$ cat config.mk
export PLATFORM = sky130hd
export DESIGN_NAME = imem_boot_loader
export DESIGN_NICKNAME = d
export VERILOG_FILES = /design/src/rtl/imem_boot_loader.sv
export SDC_FILE = /design/constraint.sdc
export NUM_CORES = 1
export LEC_CHECK = 0
export BUFFER_PORTS_ARGS = -buffer_cell sky130_fd_sc_hd__buf_2
export CAP_MARGIN = 25
export CORE_ASPECT_RATIO = 1.4
export CORE_MARGIN = 2
export CORE_UTILIZATION = 55
export DETAILED_ROUTE_END_ITERATION = 8
export PLACE_DENSITY = 0.83
export SYNTH_ARGS = -nofsm -noshare
export SYNTH_HDL_FRONTEND = slang
export SYNTH_SLANG_ARGS = --single-unit
$ cat constraint.sdc
create_clock -name clk_i -period 3.4 [get_ports clk_i]
set_input_delay 0.17 -clock clk_i [delete_from_list [all_inputs] [get_ports clk_i]]
set_output_delay 0.17 -clock clk_i [all_outputs]
set_load 0.01 [all_outputs]
$ cat src/rtl/imem_boot_loader.sv
// imem_boot_loader: receives a program as a byte stream (MSB first), packs it
// into 32-bit words and writes them to instruction memory. The CPU is held in
// reset until the all-zero terminator word has been written.
//
// Optional build macro: IMEM_LOADER_CHECKSUM_EN
//   When defined, the terminator is followed by a 4-byte checksum (MSB first).
//   The checksum must equal the mod-2^32 sum of all written words, or the load
//   fails.
//
// Ports:
//   clk_i         clock, rising edge
//   rst_i         asynchronous active-high reset
//   byte_valid_i  upstream byte valid
//   byte_data_i   upstream byte, MSB of each word first
//   byte_ready_o  loader accepts a byte this cycle
//   mem_we_o      one-cycle write strobe per word
//   mem_addr_o    word-aligned byte address of the write
//   mem_wdata_o   instruction word being written
//   cpu_rst_n_o   CPU reset, low while loading or after a failure
//   word_cnt_o    number of words written, terminator included
//   done_o        sticky load-success flag
//   err_o         sticky load-failure flag
module imem_boot_loader #(
    parameter int unsigned ADDR_W = 5
) (
    input  logic              clk_i,
    input  logic              rst_i,
    input  logic              byte_valid_i,
    input  logic [7:0]        byte_data_i,
    output logic              byte_ready_o,
    output logic              mem_we_o,
    output logic [31:0]       mem_addr_o,
    output logic [31:0]       mem_wdata_o,
    output logic              cpu_rst_n_o,
    output logic [ADDR_W:0]   word_cnt_o,
    output logic              done_o,
    output logic              err_o
);

    localparam int unsigned CNT_W = ADDR_W + 1;
    // Index of the last memory word; a non-terminator written here leaves no
    // room for the terminator.
    localparam logic [CNT_W-1:0] LAST_IDX = CNT_W'((1 << ADDR_W) - 1);

    typedef enum logic [2:0] {
        S_COLLECT,
        S_WRITE,
        S_DONE,
        S_ERROR
`ifdef IMEM_LOADER_CHECKSUM_EN
        , S_CSUM
`endif
    } state_t;

    state_t      state;
    logic [1:0]  byte_idx;
    logic [31:0] assembly;
    logic [31:0] next_word;
    logic        accept;

`ifdef IMEM_LOADER_CHECKSUM_EN
    logic [31:0] sum;
`endif

    // Handshake uses the registered ready, so acceptance is known before the edge.
    assign accept    = byte_valid_i && byte_ready_o;
    assign next_word = {assembly[23:0], byte_data_i};

    // Loader FSM with registered outputs.
    always_ff @(posedge clk_i or posedge rst_i) begin
        if (rst_i) begin
            state        <= S_COLLECT;
            byte_idx     <= 2'd0;
            assembly     <= 32'd0;
            byte_ready_o <= 1'b0;
            mem_we_o     <= 1'b0;
            mem_addr_o   <= 32'd0;
            mem_wdata_o  <= 32'd0;
            cpu_rst_n_o  <= 1'b0;
            word_cnt_o   <= '0;
            done_o       <= 1'b0;
            err_o        <= 1'b0;
`ifdef IMEM_LOADER_CHECKSUM_EN
            sum          <= 32'd0;
`endif
        end else begin
            // Write bus is idle except in the single WRITE cycle.
            mem_we_o    <= 1'b0;
            mem_addr_o  <= 32'd0;
            mem_wdata_o <= 32'd0;

            case (state)
                S_COLLECT: begin
                    byte_ready_o <= 1'b1;
                    if (accept) begin
                        assembly <= next_word;
                        byte_idx <= byte_idx + 2'd1;
                        if (byte_idx == 2'd3) begin
                            state        <= S_WRITE;
                            byte_ready_o <= 1'b0;
                            mem_we_o     <= 1'b1;
                            mem_addr_o   <= 32'({word_cnt_o, 2'b00});
                            mem_wdata_o  <= next_word;
                        end
                    end
                end

                S_WRITE: begin
                    word_cnt_o <= word_cnt_o + CNT_W'(1);
                    byte_idx   <= 2'd0;
                    assembly   <= 32'd0;
`ifdef IMEM_LOADER_CHECKSUM_EN
                    sum        <= sum + assembly;
`endif
                    if (assembly == 32'd0) begin
`ifdef IMEM_LOADER_CHECKSUM_EN
                        state        <= S_CSUM;
                        byte_ready_o <= 1'b1;
`else
                        state        <= S_DONE;
                        done_o       <= 1'b1;
                        cpu_rst_n_o  <= 1'b1;
                        byte_ready_o <= 1'b0;
`endif
                    end else if (word_cnt_o == LAST_IDX) begin
                        state        <= S_ERROR;
                        err_o        <= 1'b1;
                        byte_ready_o <= 1'b0;
                    end else begin
                        state        <= S_COLLECT;
                        byte_ready_o <= 1'b1;
                    end
                end

`ifdef IMEM_LOADER_CHECKSUM_EN
                // Checksum bytes are assembled like a word but never written.
                S_CSUM: begin
                    byte_ready_o <= 1'b1;
                    if (accept) begin
                        assembly <= next_word;
                        byte_idx <= byte_idx + 2'd1;
                        if (byte_idx == 2'd3) begin
                            byte_ready_o <= 1'b0;
                            if (next_word == sum) begin
                                state       <= S_DONE;
                                done_o      <= 1'b1;
                                cpu_rst_n_o <= 1'b1;
                            end else begin
                                state <= S_ERROR;
                                err_o <= 1'b1;
                            end
                        end
                    end
                end
`endif

                S_DONE: begin
                    byte_ready_o <= 1'b0;
                end

                S_ERROR: begin
                    byte_ready_o <= 1'b0;
                end

                default: begin
                    state        <= S_ERROR;
                    err_o        <= 1'b1;
                    cpu_rst_n_o  <= 1'b0;
                    byte_ready_o <= 1'b0;
                end
            endcase
        end
    end

endmodule

# Word level (Yosys, flattened, before mapping)
# Cells that the tools add are included.
[word_totals]
n_memories = 0
in_bits = 11
elab_cells = 64
latch_bits = 0
rom_bits = 0
regBits = 112
ram_bits = 0
output_inout_bits = 75
[op_classes]
n_reduce_logical = 11
multipliers = 0
n_bitwise = 2
n_shift = 0
n_addsub = 2
div = 0
muxes = 28
n_eq_ne = 10
magnitude_cmp = 0
[op_table]
columns = ["op", "count"]
rows = [
  ["$mux 32", 4],
  ["$pmux 32 s2", 1],
  ["$logic_not 32->1", 1],
  ["$mux 8", 3],
  ["$mux 1", 10],
  ["$ne 2x2->1 const B", 5],
  ["$pmux 3 s3", 1],
  ["$add 6x1->6 const B", 1],
  ["$eq 3x2->1 const B", 2],
  ["$eq 6x5->1 const B", 1],
  ["$mux 2", 3],
  ["$mux 3", 2],
  ["$pmux 1 s2", 3],
  ["$reduce_and 2->1", 3],
  ["$reduce_and 3->1", 2],
  ["$pmux 2 s2", 1],
  ["$eq 3x1->1 const B", 1],
  ["$logic_not 3->1", 1],
  ["$reduce_or 3->1", 1],
  ["$add 2x1->2 const B", 1],
  ["$eq 2x2->1 const B", 1],
  ["$not 1->1", 2],
  ["$reduce_bool 2->1", 1],
  ["$reduce_or 2->1", 1],
  ["$logic_and 1x1->1", 1],
]

# Logic depth before layout (Yosys ltp)
[logic_depth]
ltp_word = 4
ltp_mapped = 5
depth_no_buf = 5

# Worst setup path before layout
# Ideal clock, no wire load.
[synth_path]
path_kind = "reg-to-reg"
startpoint = "register byte_ready_o"
endpoint = "register assembly[0]"
setup_time_ps = 121
setup_slack_ps = 2090
stages_incl_launch_ff = 6
n_path_buf = 2
synth_period_minus_slack_ps = 1310
required_ps = 3279
arrival_ps = 1189
cell_sequence = "dfrtp_1 > a21oi_1 > or2_2 > buf_2 > buf_2 > a22o_1"
[synth_between]
elab_chain_len = 3
[synth_rtl]
columns = ["item", "line_no", "source"]
rows = [
  ["start, declared", "30", "output logic byte_ready_o,"],
  ["start signal, assigned", "75", "byte_ready_o <= 1'b0;"],
  ["start signal, assigned", "94", "byte_ready_o <= 1'b1;"],
  ["start signal, assigned", "100", "byte_ready_o <= 1'b0;"],
  ["$logic_and 1x1->1", "66", "assign accept = byte_valid_i && byte_ready_o;"],
  ["$ne 2x2->1 (no line)", "n/a", ""],
  ["$reduce_and 2->1 (no line)", "n/a", ""],
  ["end signal, assigned", "96", "assembly <= next_word;"],
  ["end, declared", "57", "logic [31:0] assembly;"],
]
# Every way passes these cells.
# A chain may end at the register's enable or synchronous reset.

# Worst setup path in the final report
[layout_path]
startpoint = "register byte_idx[0]"
endpoint = "register state[0]"
[layout_between]
elab_chain_len = 3
[layout_rtl]
columns = ["item", "line_no", "source"]
rows = [
  ["start, declared", "56", "logic [1:0] byte_idx;"],
  ["start signal, assigned", "97", "byte_idx <= byte_idx + 2'd1;"],
  ["$eq 2x2->1", "98", "if (byte_idx == 2'd3) begin"],
  ["$ne 2x2->1 (no line)", "n/a", ""],
  ["$reduce_and 3->1 (no line)", "n/a", ""],
  ["end signal, assigned", "99", "state <= S_WRITE;"],
  ["end signal, assigned", "120", "state <= S_DONE;"],
  ["end signal, assigned", "126", "state <= S_ERROR;"],
  ["end, declared", "55", "state_t state;"],
]
# Every way passes these cells.

==> results.toml <==
[status]
status = "finished clean"

[synth]
ys.flop_type = "dfrtp_1"
synthMostInstantiatedCell = "dfrtp_1"
yosys_warnings = 0
synth_top_cell_by_area = "dfrtp_1"
avgSynthCellArea_um2 = 13.2
synthXorXnorAreaFrac = 0.0135
synth_commonest_cells = "dfrtp_1, and3_1, a22o_1, buf_4, buf_2"
synth_compound_area_frac = 0.106
synth_adder_area_share = 0.00771
async_flop_share = 1.00
ys_types = 29
ys_seq_elements = 85
netlist_top_cells_area = "dfrtp_1, a22o_1, and3_1"
synth-seq-area-share = 0.656
yosysTopAreaCellShare = 0.656
synth-simple-area-share = 0.122
syn-cell-area_mm2 = 0.00324
synthMuxAreaShare = 0.00694
synth_top_family_by_area = "simple AND/OR/NAND/NOR gates"
netlist_instances = 245
synth_edf_count = 0

[detailed_routing]
dr_total_vias = 2076
wire_per_inst_um = 16.3
drt_wl_total_um = 6120
drcViolationCount = 0
viasPerCell = 5.54
ant_nets = 0
drt_iter0_markers = 204
first_pass_iters = 4

[timing]
tightest_slew_ns = 1.03
relSlewSlack = 0.312
fmax_ghz = 0.532
whs_ns = 0.0656
worst_slack_ns = 1.52
min_period_ns = 1.88
tns_ns = 0
setup_viol = 0
period_share = 0.552
rsz0062_at_grt = "no"
maxSlewViolCount = 0
hold_violations = 0
skew_ns = 0.00559

[hold_path]
hold_class = "in2reg"

[pwr]
finalPower_w = 0.00265
ir_worst_vdd_v = 0.000359
leakage_nw = 2.14
cellPowerDensity_mw_per_mm2 = 715

[setup_path]
critPathTopFamily = "adder cells"
critical_path_class = "reg2reg"
worstPathCellList = "ha_1 > and2_4 > nor2_1 > a211oi_1"
worstPathMaxFanout = 40
worst_path_max_delay_cell = "ha_1"
critPathLaunchType = "flip-flop"
crit_arrival_ns = 2.13
critical_path.max_stage_delay_ns = 0.85
cp-end-kind = "flip-flop"
required_ns = 3.65
path_buf_inv = 0

[clock_network]
post_cts_buffers = 0
clkSinkCount = 85
htree_num_levels = 3
max-clock-path-buffers = 2
cts_root_buffer = "clkbuf_8"
clk_latency_ns = 0.35
cts_buffers = 9
cts_tree = "done"
clk_pin_slew_ns = 0.08

[place]
io_buffers = 59
gp_congestion = 0.802
hpwl_um = 4010
dp_slack_ns = 1.56

[floorplan]
io_pins = 86
die_h_um = 94.9
die_area_mm2 = 0.00654
die_w_um = 68.9
rows = 33
start_util = 0.561
core_area_mm2 = 0.00578

[cells_and_area]
drive_gt1_frac = 0.275
area_growth_pct = 14.3
nets = 314
insertedDiodeCount = 0
final_util = 0.642

[grt]
antenna_found_initial = 0
grt.overflow.total = 0
grt_pass1_wl_um = 9520
grt_pass1_vias = 1920
grt_max_degree = 54
grtUsageTotal = 0.207

[run]
drv_cap = 0
==> area by class of cell <==
type | instances | area [um^2]
clock buffers | 10 | 138
flip-flops and latches | 85 | 2130
clock inverters | 5 | 75.1
repair buffers | 63 | 348
inverters | 1 | 5.00
fillers | 453 | 2070
well taps | 70 | 87.6
multi-input cells | 141 | 930
==> final timing paths <==
check,startpoint,cells after the start,end,slack (ns)
setup / recovery,byte_idx[0],4,state[0],1.52
hold / removal,byte_data_i[3],2,assembly[3],0.07
setup reg to reg,byte_idx[0],4,state[0],1.52
hold reg to reg,cpu_rst_n_o,1,cpu_rst_n_o,0.46
max in group asynchronous,rst_i,4,word_cnt_o[3],2.56
min in group asynchronous,rst_i,3,mem_wdata_o[15],0.30
==> worst reg2reg max path, cell delays in order, from the launching register on <==
cell      delay, ns
dfrtp_1        0.36
ha_1           0.85
and2_4         0.31
nor2_1         0.04
a211oi_1       0.22
==> timing repair <==
action | in CTS | in global routing
resized for setup | 0 | 0
hold buffers | 1 | 0
hold endpoints to repair | 14 | 0
==> layout by cell type (no fill, tap or decap), types with 2 or more instances in the layout <==
master,n
buf_4,2
nand2_1,3
dfrtp_1,85
nand4_1,5
nor2_1,4
or2_2,2
bufinv_16,2
clkbuf_8,10
buf_2,59
a22o_1,33
xnor2_1,3
a21o_1,2
nor4_1,8
xor2_1,2
and3_1,39
ha_1,2
conb_1,26
mux2_2,2
clkinv_2,4
==> report_power, final <==
group | internal, W | switching, W
Clock | 0.000426 | 0.000332
Sequential | 0.00122 | 0.000189
Combinational | 0.000231 | 0.000262
Total | 0.00187 | 0.000783
==> sequential cells by signal, indices dropped and copies added (netlist names) <==
| register | flops |
|---|---|
| done_o | 1 |
| state | 2 |
| mem_addr_o | 6 |
| assembly | 32 |
| cpu_rst_n_o | 1 |
| word_cnt_o | 6 |
| mem_we_o | 1 |
| mem_wdata_o | 32 |
| byte_idx | 2 |
| byte_ready_o | 1 |
| err_o | 1 |
==> cells by family (layout without fill, tap and decap cells) <==
group,count (synthesis),count (layout)
xor gates and xnor gates,5,5
and+or+nand+nor,65,65
adders and majority gates,2,2
other,1,26
DFF,85,85
AOI/OAI and AO/OA,41,41
muxes,2,2
buffers and inverters,44,79
==> through the flow <==
stage | instances | area [um^2]
6_report | 375 | 3710
5_1_grt | 375 | 3710
4_1_cts | 375 | 3710
3_5_place_dp | 359 | 3490
3_3_place_gp | 358 | 3460
2_1_floorplan | 270 | 3340
==> layer usage <==
metal / vias up / global-route usage / wire length [um]
met5: - / 0 / 0
met4: 0 / 0.129 / 209
met3: 17 / 0.0465 / 304
met2: 80 / 0.321 / 3150
met1: 1049 / 0.259 / 2460
li1: 930 / - / -
(Power assumes the default switching activity.)
